--- src/rtl/tx.sv ---
// tx: UART transmitter. Serializes one 5..8-bit character per send request
// as start bit, LSB-first data, optional even/odd parity and one stop bit,
// at one of four bit periods derived from DIV_38400. The line idles high.
module tx #(
   parameter int unsigned DIV_38400 = 16
) (
   input  logic       clk,
   input  logic       resetn,
   input  logic       send,
   input  logic [7:0] data,
   input  logic [3:0] data_length,
   input  logic [1:0] parity_type,
   input  logic [1:0] baud_rate,
   output logic       serial_data_out
);

   // Wide enough for the slowest bit period minus one (8 x DIV_38400 - 1).
   localparam int unsigned CNT_W = $clog2(DIV_38400 * 8);

   typedef enum logic [2:0] {
      IDLE   = 3'd0,
      START  = 3'd1,
      DATA   = 3'd2,
      PARITY = 3'd3,
      STOP   = 3'd4
   } state_t;

   state_t           state_q, state_d;
   logic [CNT_W-1:0] cyc_q, cyc_d;
   logic [2:0]       bit_q, bit_d;
   logic [7:0]       data_q, data_d;
   logic [3:0]       len_q, len_d;
   logic [1:0]       par_q, par_d;
   logic [1:0]       baud_q, baud_d;
   logic             out_q, out_d;
   logic             take;
   logic [3:0]       len_in;

   // Reload value of the bit-period down-counter. Unknown or unexpected
   // selects fall to the fastest rate instead of propagating garbage.
   function automatic logic [CNT_W-1:0] reload(input logic [1:0] br);
      case (br)
         2'd0:    return CNT_W'(DIV_38400 * 8 - 1);
         2'd1:    return CNT_W'(DIV_38400 * 4 - 1);
         2'd2:    return CNT_W'(DIV_38400 * 2 - 1);
         default: return CNT_W'(DIV_38400 - 1);
      endcase
   endfunction

   // Lengths outside 5..8 saturate to the nearest supported length.
   function automatic logic [3:0] clamp_len(input logic [3:0] l);
      if (l < 4'd5)      return 4'd5;
      else if (l > 4'd8) return 4'd8;
      else               return l;
   endfunction

   // Bits above the frame length are zeroed at latch time so they can
   // never reach the parity calculation.
   function automatic logic [7:0] mask_data(input logic [7:0] d, input logic [3:0] l);
      logic [7:0] m;
      m = '0;
      for (int i = 0; i < 8; i++) begin
         m[i] = d[i] & (4'(i) < l);
      end
      return m;
   endfunction

   assign len_in = clamp_len(data_length);

   // A frame is taken in IDLE, or on the last stop-bit cycle so that a held
   // send produces back-to-back frames with no idle gap.
   assign take = send && ((state_q == IDLE) || ((state_q == STOP) && (cyc_q == '0)));

   // Next-state and next-output logic for the frame sequencer.
   always_comb begin
      // NOTE: every signal driven here gets a default first; a missing
      // assignment on any path would infer a latch.
      state_d = state_q;
      cyc_d   = cyc_q;
      bit_d   = bit_q;
      data_d  = data_q;
      len_d   = len_q;
      par_d   = par_q;
      baud_d  = baud_q;
      out_d   = out_q;

      case (state_q)
         IDLE: begin
            out_d = 1'b1;
         end

         START: begin
            if (cyc_q == '0) begin
               state_d = DATA;
               out_d   = data_q[0];
               bit_d   = '0;
               cyc_d   = reload(baud_q);
            end else begin
               cyc_d = cyc_q - CNT_W'(1);
            end
         end

         DATA: begin
            if (cyc_q == '0) begin
               cyc_d = reload(baud_q);
               if ({1'b0, bit_q} == len_q - 4'd1) begin
                  if (!par_q[1]) begin
                     state_d = PARITY;
                     out_d   = (^data_q) ^ par_q[0];
                  end else begin
                     state_d = STOP;
                     out_d   = 1'b1;
                  end
               end else begin
                  bit_d = bit_q + 3'd1;
                  out_d = data_q[bit_q + 3'd1];
               end
            end else begin
               cyc_d = cyc_q - CNT_W'(1);
            end
         end

         PARITY: begin
            if (cyc_q == '0) begin
               state_d = STOP;
               out_d   = 1'b1;
               cyc_d   = reload(baud_q);
            end else begin
               cyc_d = cyc_q - CNT_W'(1);
            end
         end

         STOP: begin
            if (cyc_q == '0) begin
               state_d = IDLE;
               out_d   = 1'b1;
            end else begin
               cyc_d = cyc_q - CNT_W'(1);
            end
         end

         default: begin
            state_d = IDLE;
            out_d   = 1'b1;
         end
      endcase

      // Starting a frame overrides whatever the case above decided.
      if (take) begin
         state_d = START;
         out_d   = 1'b0;
         bit_d   = '0;
         cyc_d   = reload(baud_rate);
         data_d  = mask_data(data, len_in);
         len_d   = len_in;
         par_d   = parity_type;
         baud_d  = baud_rate;
      end
   end

   // State, counters, latched frame fields and the registered line.
   always_ff @(posedge clk or negedge resetn) begin
      if (!resetn) begin
         // NOTE: sequential state uses non-blocking assignments so every
         // register samples the pre-edge values of the others.
         state_q <= IDLE;
         cyc_q   <= '0;
         bit_q   <= '0;
         data_q  <= '0;
         len_q   <= '0;
         par_q   <= '0;
         baud_q  <= '0;
         out_q   <= 1'b1;
      end else begin
         state_q <= state_d;
         cyc_q   <= cyc_d;
         bit_q   <= bit_d;
         data_q  <= data_d;
         len_q   <= len_d;
         par_q   <= par_d;
         baud_q  <= baud_d;
         out_q   <= out_d;
      end
   end

   assign serial_data_out = out_q;

endmodule

--- config.mk ---
export PLATFORM = sky130hd
export DESIGN_NAME = tx
export DESIGN_NICKNAME = d
export VERILOG_FILES = /design/src/rtl/tx.sv
export SDC_FILE = /design/constraint.sdc
export NUM_CORES = 1
export LEC_CHECK = 0
export BUFFER_PORTS_ARGS = -buffer_cell sky130_fd_sc_hd__buf_2
export CAP_MARGIN = 10
export CORE_AREA = 10 10 66 68
export DETAILED_ROUTE_END_ITERATION = 10
export DIE_AREA = 0 0 76 78
export PLACE_DENSITY_LB_ADDON = 0.15
export SLEW_MARGIN = 10
export SYNTH_ARGS = -nofsm -noshare
export SYNTH_HDL_FRONTEND = slang
export SYNTH_SLANG_ARGS = --single-unit
export TNS_END_PERCENT = 30
--- constraint.sdc ---
create_clock -name clk -period 5.9 [get_ports clk]
set_input_delay 0 -clock clk [delete_from_list [all_inputs] [get_ports clk]]
set_output_delay 0 -clock clk [all_outputs]
set_load 0.02 [all_outputs]
==> impl_metrics.prom <==
# TYPE chip_impl_metric gauge
chip_impl_metric{name="yosysSeqAreaShare",unit=""} 0.399
chip_impl_metric{name="cp_data_arrival_time",unit="ns"} 3.54
chip_impl_metric{name="fin_ws",unit="ns"} 2.65
chip_impl_metric{name="fin_crit_sh",unit=""} 0.551
chip_impl_metric{name="clk_transition_reported_paths",unit="ns"} 0.10
chip_impl_metric{name="cts_buffers",unit=""} 5
chip_impl_metric{name="post-dp-hpwl",unit="µm"} 3010
chip_impl_metric{name="dpl_worst_slack",unit="ns"} 3.22
chip_impl_info{name="path_class",value="reg -> reg"} 1
chip_impl_metric{name="worst-slew-pin-transition",unit="ns"} 0.715
chip_impl_metric{name="static-leakage-power",unit="nW"} 0.980
chip_impl_metric{name="final_hold_viol_count",unit=""} 0
chip_impl_info{name="grt_setup_unrepaired",value="false"} 1
chip_impl_metric{name="synth_edf_count",unit=""} 0
chip_impl_metric{name="initial_utilization",unit=""} 0.593
chip_impl_info{name="main_combinational_cell_family_by_area_after_synthesis",value="compound AO/OA/AOI/OAI gates"} 1
chip_impl_info{name="hold_path.class",value="in -> reg"} 1
chip_impl_metric{name="slew_headroom",unit=""} 0.523
chip_impl_metric{name="cts.sink_count",unit=""} 30
chip_impl_metric{name="ant_nets",unit=""} 0
chip_impl_metric{name="detail_route.drc_violations",unit=""} 0
chip_impl_metric{name="design.die.area",unit="µm²"} 5930
chip_impl_metric{name="fin_nets",unit=""} 247
chip_impl_metric{name="fin_tns_setup",unit="ns"} 0
chip_impl_metric{name="synth_mux_area_frac",unit=""} 0.109
chip_impl_info{name="root_buffer_selected_by_cts",value="sky130_fd_sc_hd__clkbuf_4"} 1
chip_impl_metric{name="yosys.cell_types.count",unit=""} 50
chip_impl_info{name="endpoint_kind",value="flip-flop"} 1
chip_impl_metric{name="setup_viol_count_final",unit=""} 0
chip_impl_metric{name="port-buffer-count",unit=""} 19
chip_impl_metric{name="post_cts.repair.setup_buffers",unit=""} 0
chip_impl_metric{name="total_power",unit="mW"} 0.987
chip_impl_metric{name="vdd_ir_drop_max",unit="V"} 0.000279
chip_impl_metric{name="routed_wire_length_per_instance",unit="µm"} 16.5
chip_impl_metric{name="gr-total-overflow",unit=""} 0
chip_impl_metric{name="synth_top_cell_area_share",unit=""} 0.385
chip_impl_metric{name="synth_fa_ha_area_frac",unit=""} 0.0252
chip_impl_metric{name="synthSimpleGateAreaFrac",unit=""} 0.157
chip_impl_metric{name="asyncSetResetFlopFracSynth",unit=""} 1.00
chip_impl_metric{name="postSynthRegisterBits",unit=""} 30
chip_impl_metric{name="nFillCells",unit=""} 229
chip_impl_metric{name="sequential_standard_cell_area",unit="µm²"} 752
chip_impl_metric{name="worst_ep_required_time",unit="ns"} 6.18
chip_impl_metric{name="worst_clock_skew",unit="ns"} 0.0129
chip_impl_metric{name="areaGrowthSynthToFinish",unit="%"} 19.2
chip_impl_metric{name="detailroute.via_count",unit=""} 1674
chip_impl_metric{name="layout_cells_sized_above_1",unit=""} 0.212
chip_impl_metric{name="floorplan.io_pins",unit=""} 20
chip_impl_metric{name="first_global_vias",unit=""} 1542
chip_impl_metric{name="gp_congestion",unit=""} 0.917
chip_impl_metric{name="route.final.wire_length",unit="µm"} 4490
chip_impl_metric{name="std_cell_rows",unit=""} 21
chip_impl_metric{name="whs",unit="ns"} 0.136
chip_impl_metric{name="fin_crit",unit="ns"} 3.25
chip_impl_metric{name="wire_length_of_the_first_global_routing_pass",unit="µm"} 7640
chip_impl_info{name="clock_tree_from_tritoncts",value="yes"} 1
chip_impl_metric{name="maxCapViolations",unit=""} 0
chip_impl_metric{name="synth_compound_area_frac",unit=""} 0.209
chip_impl_metric{name="mappedNetlistArea",unit="µm²"} 1880
chip_impl_metric{name="global_route.usage.total",unit=""} 0.156
chip_impl_metric{name="multiInputGateArea",unit="µm²"} 1060
chip_impl_metric{name="slew_viol_final",unit=""} 0
chip_impl_metric{name="drt-initial-drc-count",unit=""} 225
chip_impl_metric{name="coreArea",unit="µm²"} 3180
chip_impl_metric{name="synthesis.area_per_instance",unit="µm²"} 10.1
chip_impl_info{name="synth_area_leaders",value="sky130_fd_sc_hd__dfrtp_1 39%, sky130_fd_sc_hd__mux2_4 8.0%, sky130_fd_sc_hd__o21ai_0 4.0%"} 1
chip_impl_metric{name="fp.dieH",unit="µm"} 78
chip_impl_metric{name="cts.path.max_buffers",unit=""} 2
chip_impl_metric{name="floorplan.die.width",unit="µm"} 76
chip_impl_metric{name="crit_fanout",unit=""} 30
chip_impl_metric{name="clk-insertion-delay-late",unit="ns"} 0.34
chip_impl_metric{name="clock.fmax",unit="GHz"} 0.308
chip_impl_metric{name="synthesis.yosys.warnings",unit=""} 0
chip_impl_info{name="dominantRegCellSynth",value="sky130_fd_sc_hd__dfrtp_1"} 1
chip_impl_metric{name="post_synth_inst_count",unit=""} 187
chip_impl_metric{name="power_per_cell_area",unit="nW/µm²"} 440
chip_impl_metric{name="grt_antenna_before_repair",unit=""} 0
chip_impl_info{name="result_of_the_run",value="complete, no violations"} 1
chip_impl_metric{name="clock_tree.htree_level_count",unit=""} 2
chip_impl_metric{name="antenna-diode-count",unit=""} 0
chip_impl_metric{name="synth.net_count",unit=""} 209
chip_impl_info{name="post-synth-top-area-cell",value="sky130_fd_sc_hd__dfrtp_1"} 1
chip_impl_metric{name="synth-xor-area-share",unit=""} 0.0631
chip_impl_metric{name="grt_max_degree",unit=""} 31
chip_impl_info{name="crit_path_start_kind",value="flip-flop"} 1
chip_impl_metric{name="route.detailed.vias_per_inst",unit=""} 6.15
chip_impl_metric{name="pre_antenna_drt_iters",unit=""} 5
==> path summary, 6_finish.rpt <==
check | startpoint | to | slack [ns] | depth (start not counted)
max in group asynchronous | resetn | baud_q[0] | 5.25 | 2
worst max register to register | cyc_q[1] | cyc_q[6] | 2.65 | 7
worst max-delay path | cyc_q[1] | cyc_q[6] | 2.65 | 7
worst min register to register | len_q[2] | len_q[2] | 0.54 | 2
min in group asynchronous | resetn | cyc_q[3] | 0.22 | 2
worst min-delay path | data_length[1] | data_q[5] | 0.14 | 5
==> cells by family (layout without fill, tap and decap cells) <==
logic type | count (synthesis) | in the layout
AO/OA/AOI/OAI | 57 | 57
adder cells (fa/ha/maj) | 4 | 4
multiplexers | 13 | 13
flip-flops | 30 | 30
buffers and inverters | 15 | 54
AND/OR/NAND/NOR | 56 | 56
XOR/XNOR | 12 | 12
==> critical path, stage by stage, from the launching register on <==
cell and delay [ns]:
sky130_fd_sc_hd__dfrtp_1 0.42, sky130_fd_sc_hd__inv_1 0.09, sky130_fd_sc_hd__ha_1 0.27, sky130_fd_sc_hd__or4b_4 0.52, sky130_fd_sc_hd__o21ai_4 0.22, sky130_fd_sc_hd__nand3_2 0.58
sky130_fd_sc_hd__o31ai_1 0.47, sky130_fd_sc_hd__dlygate4sd3_1 0.60
==> metal layers <==
layer / vias up / global-route usage / part of all wire
met5: - / 0 / 0
met4: 0 / 0.0568 / 0.022
met3: 19 / 0.0565 / 0.080
met2: 99 / 0.244 / 0.48
met1: 789 / 0.192 / 0.42
li1: 767 / - / -
==> cell usage after synthesis (all sizes together), types with 2 or more instances <==
| master | n |
|---|---|
| dfrtp | 29 |
| nand2 | 16 |
| o21ai | 16 |
| nor2 | 13 |
| mux2 | 10 |
| inv | 8 |
| xnor2 | 8 |
| a21oi | 6 |
| nand3 | 6 |
| a31oi | 5 |
| clkbuf | 5 |
| nand2b | 5 |
| nor3 | 4 |
| a31o | 3 |
| ha | 3 |
| nor4 | 3 |
| o22ai | 3 |
| o31ai | 3 |
| xor2 | 3 |
| a22oi | 2 |
| and2 | 2 |
| buf | 2 |
| mux4 | 2 |
| o211ai | 2 |
| o21a | 2 |
| o21bai | 2 |
| or2 | 2 |
| or3 | 2 |
==> layout make-up <==
| type | instances | area share |
|---|---|---|
| clock buffers | 7 | 0.0245 |
| inverters | 8 | 0.0134 |
| multi-input cells | 142 | 0.472 |
| repair buffers | 38 | 0.127 |
| flip-flops and latches | 30 | 0.335 |
| well taps | 46 | 0.0256 |
| clock inverters | 1 | 0.00223 |
==> flip-flops by register name (all words and copies together) (netlist names) <==
| name | count |
|---|---|
| data_q | 8 |
| baud_q | 2 |
| bit_q | 3 |
| len_q | 4 |
| serial_data_out | 1 |
| cyc_q | 7 |
| state_q | 3 |
| par_q | 2 |
==> per-stage QoR <==
step	std cells	cell area, µm²	utilization
finish	272	2250	0.706
global route	272	2250	0.706
CTS	272	2250	0.706
detailed placement	245	2000	0.628
global placement	245	2000	0.628
floorplan	187	1880	-
==> power breakdown <==
group          switching [mW]  leakage (nW)  internal, mW
sequential              0.105         0.366         0.292
combinational           0.203         0.579         0.257
clock                  0.0719        0.0353        0.0576
==> timing repair <==
action / CTS / global route
endpoints found under the setup margin: 0 / 0
resized for setup: 0 / 0
hold buffers: 19 / 0
endpoints found under the hold margin: 47 / 0
==> cell usage in the layout, fill, tap and decap left out, types with 2 or more instances in the layout <==
master	Yosys	final
sky130_fd_sc_hd__a21oi_1	6	6
sky130_fd_sc_hd__a22oi_1	2	2
sky130_fd_sc_hd__a31o_2	3	3
sky130_fd_sc_hd__a31oi_1	5	5
sky130_fd_sc_hd__and2_1	2	2
sky130_fd_sc_hd__buf_2	0	19
sky130_fd_sc_hd__clkbuf_4	0	5
sky130_fd_sc_hd__dfrtp_1	29	29
sky130_fd_sc_hd__dlygate4sd3_1	0	19
sky130_fd_sc_hd__ha_1	3	3
sky130_fd_sc_hd__inv_1	8	8
sky130_fd_sc_hd__mux2_4	10	10
sky130_fd_sc_hd__mux4_2	2	2
sky130_fd_sc_hd__nand2_1	16	16
sky130_fd_sc_hd__nand2b_1	5	5
sky130_fd_sc_hd__nand3_1	5	5
sky130_fd_sc_hd__nor2_1	13	13
sky130_fd_sc_hd__nor3_1	4	4
sky130_fd_sc_hd__nor4_1	3	3
sky130_fd_sc_hd__o211ai_1	2	2
sky130_fd_sc_hd__o21a_1	2	2
sky130_fd_sc_hd__o21ai_0	15	15
sky130_fd_sc_hd__o21bai_1	2	2
sky130_fd_sc_hd__o22ai_1	3	3
sky130_fd_sc_hd__o31ai_1	3	3
sky130_fd_sc_hd__or2_2	2	2
sky130_fd_sc_hd__or3_1	2	2
sky130_fd_sc_hd__xnor2_1	8	8
sky130_fd_sc_hd__xor2_1	3	3
Note: power is estimated with default switching activity, not from simulation.
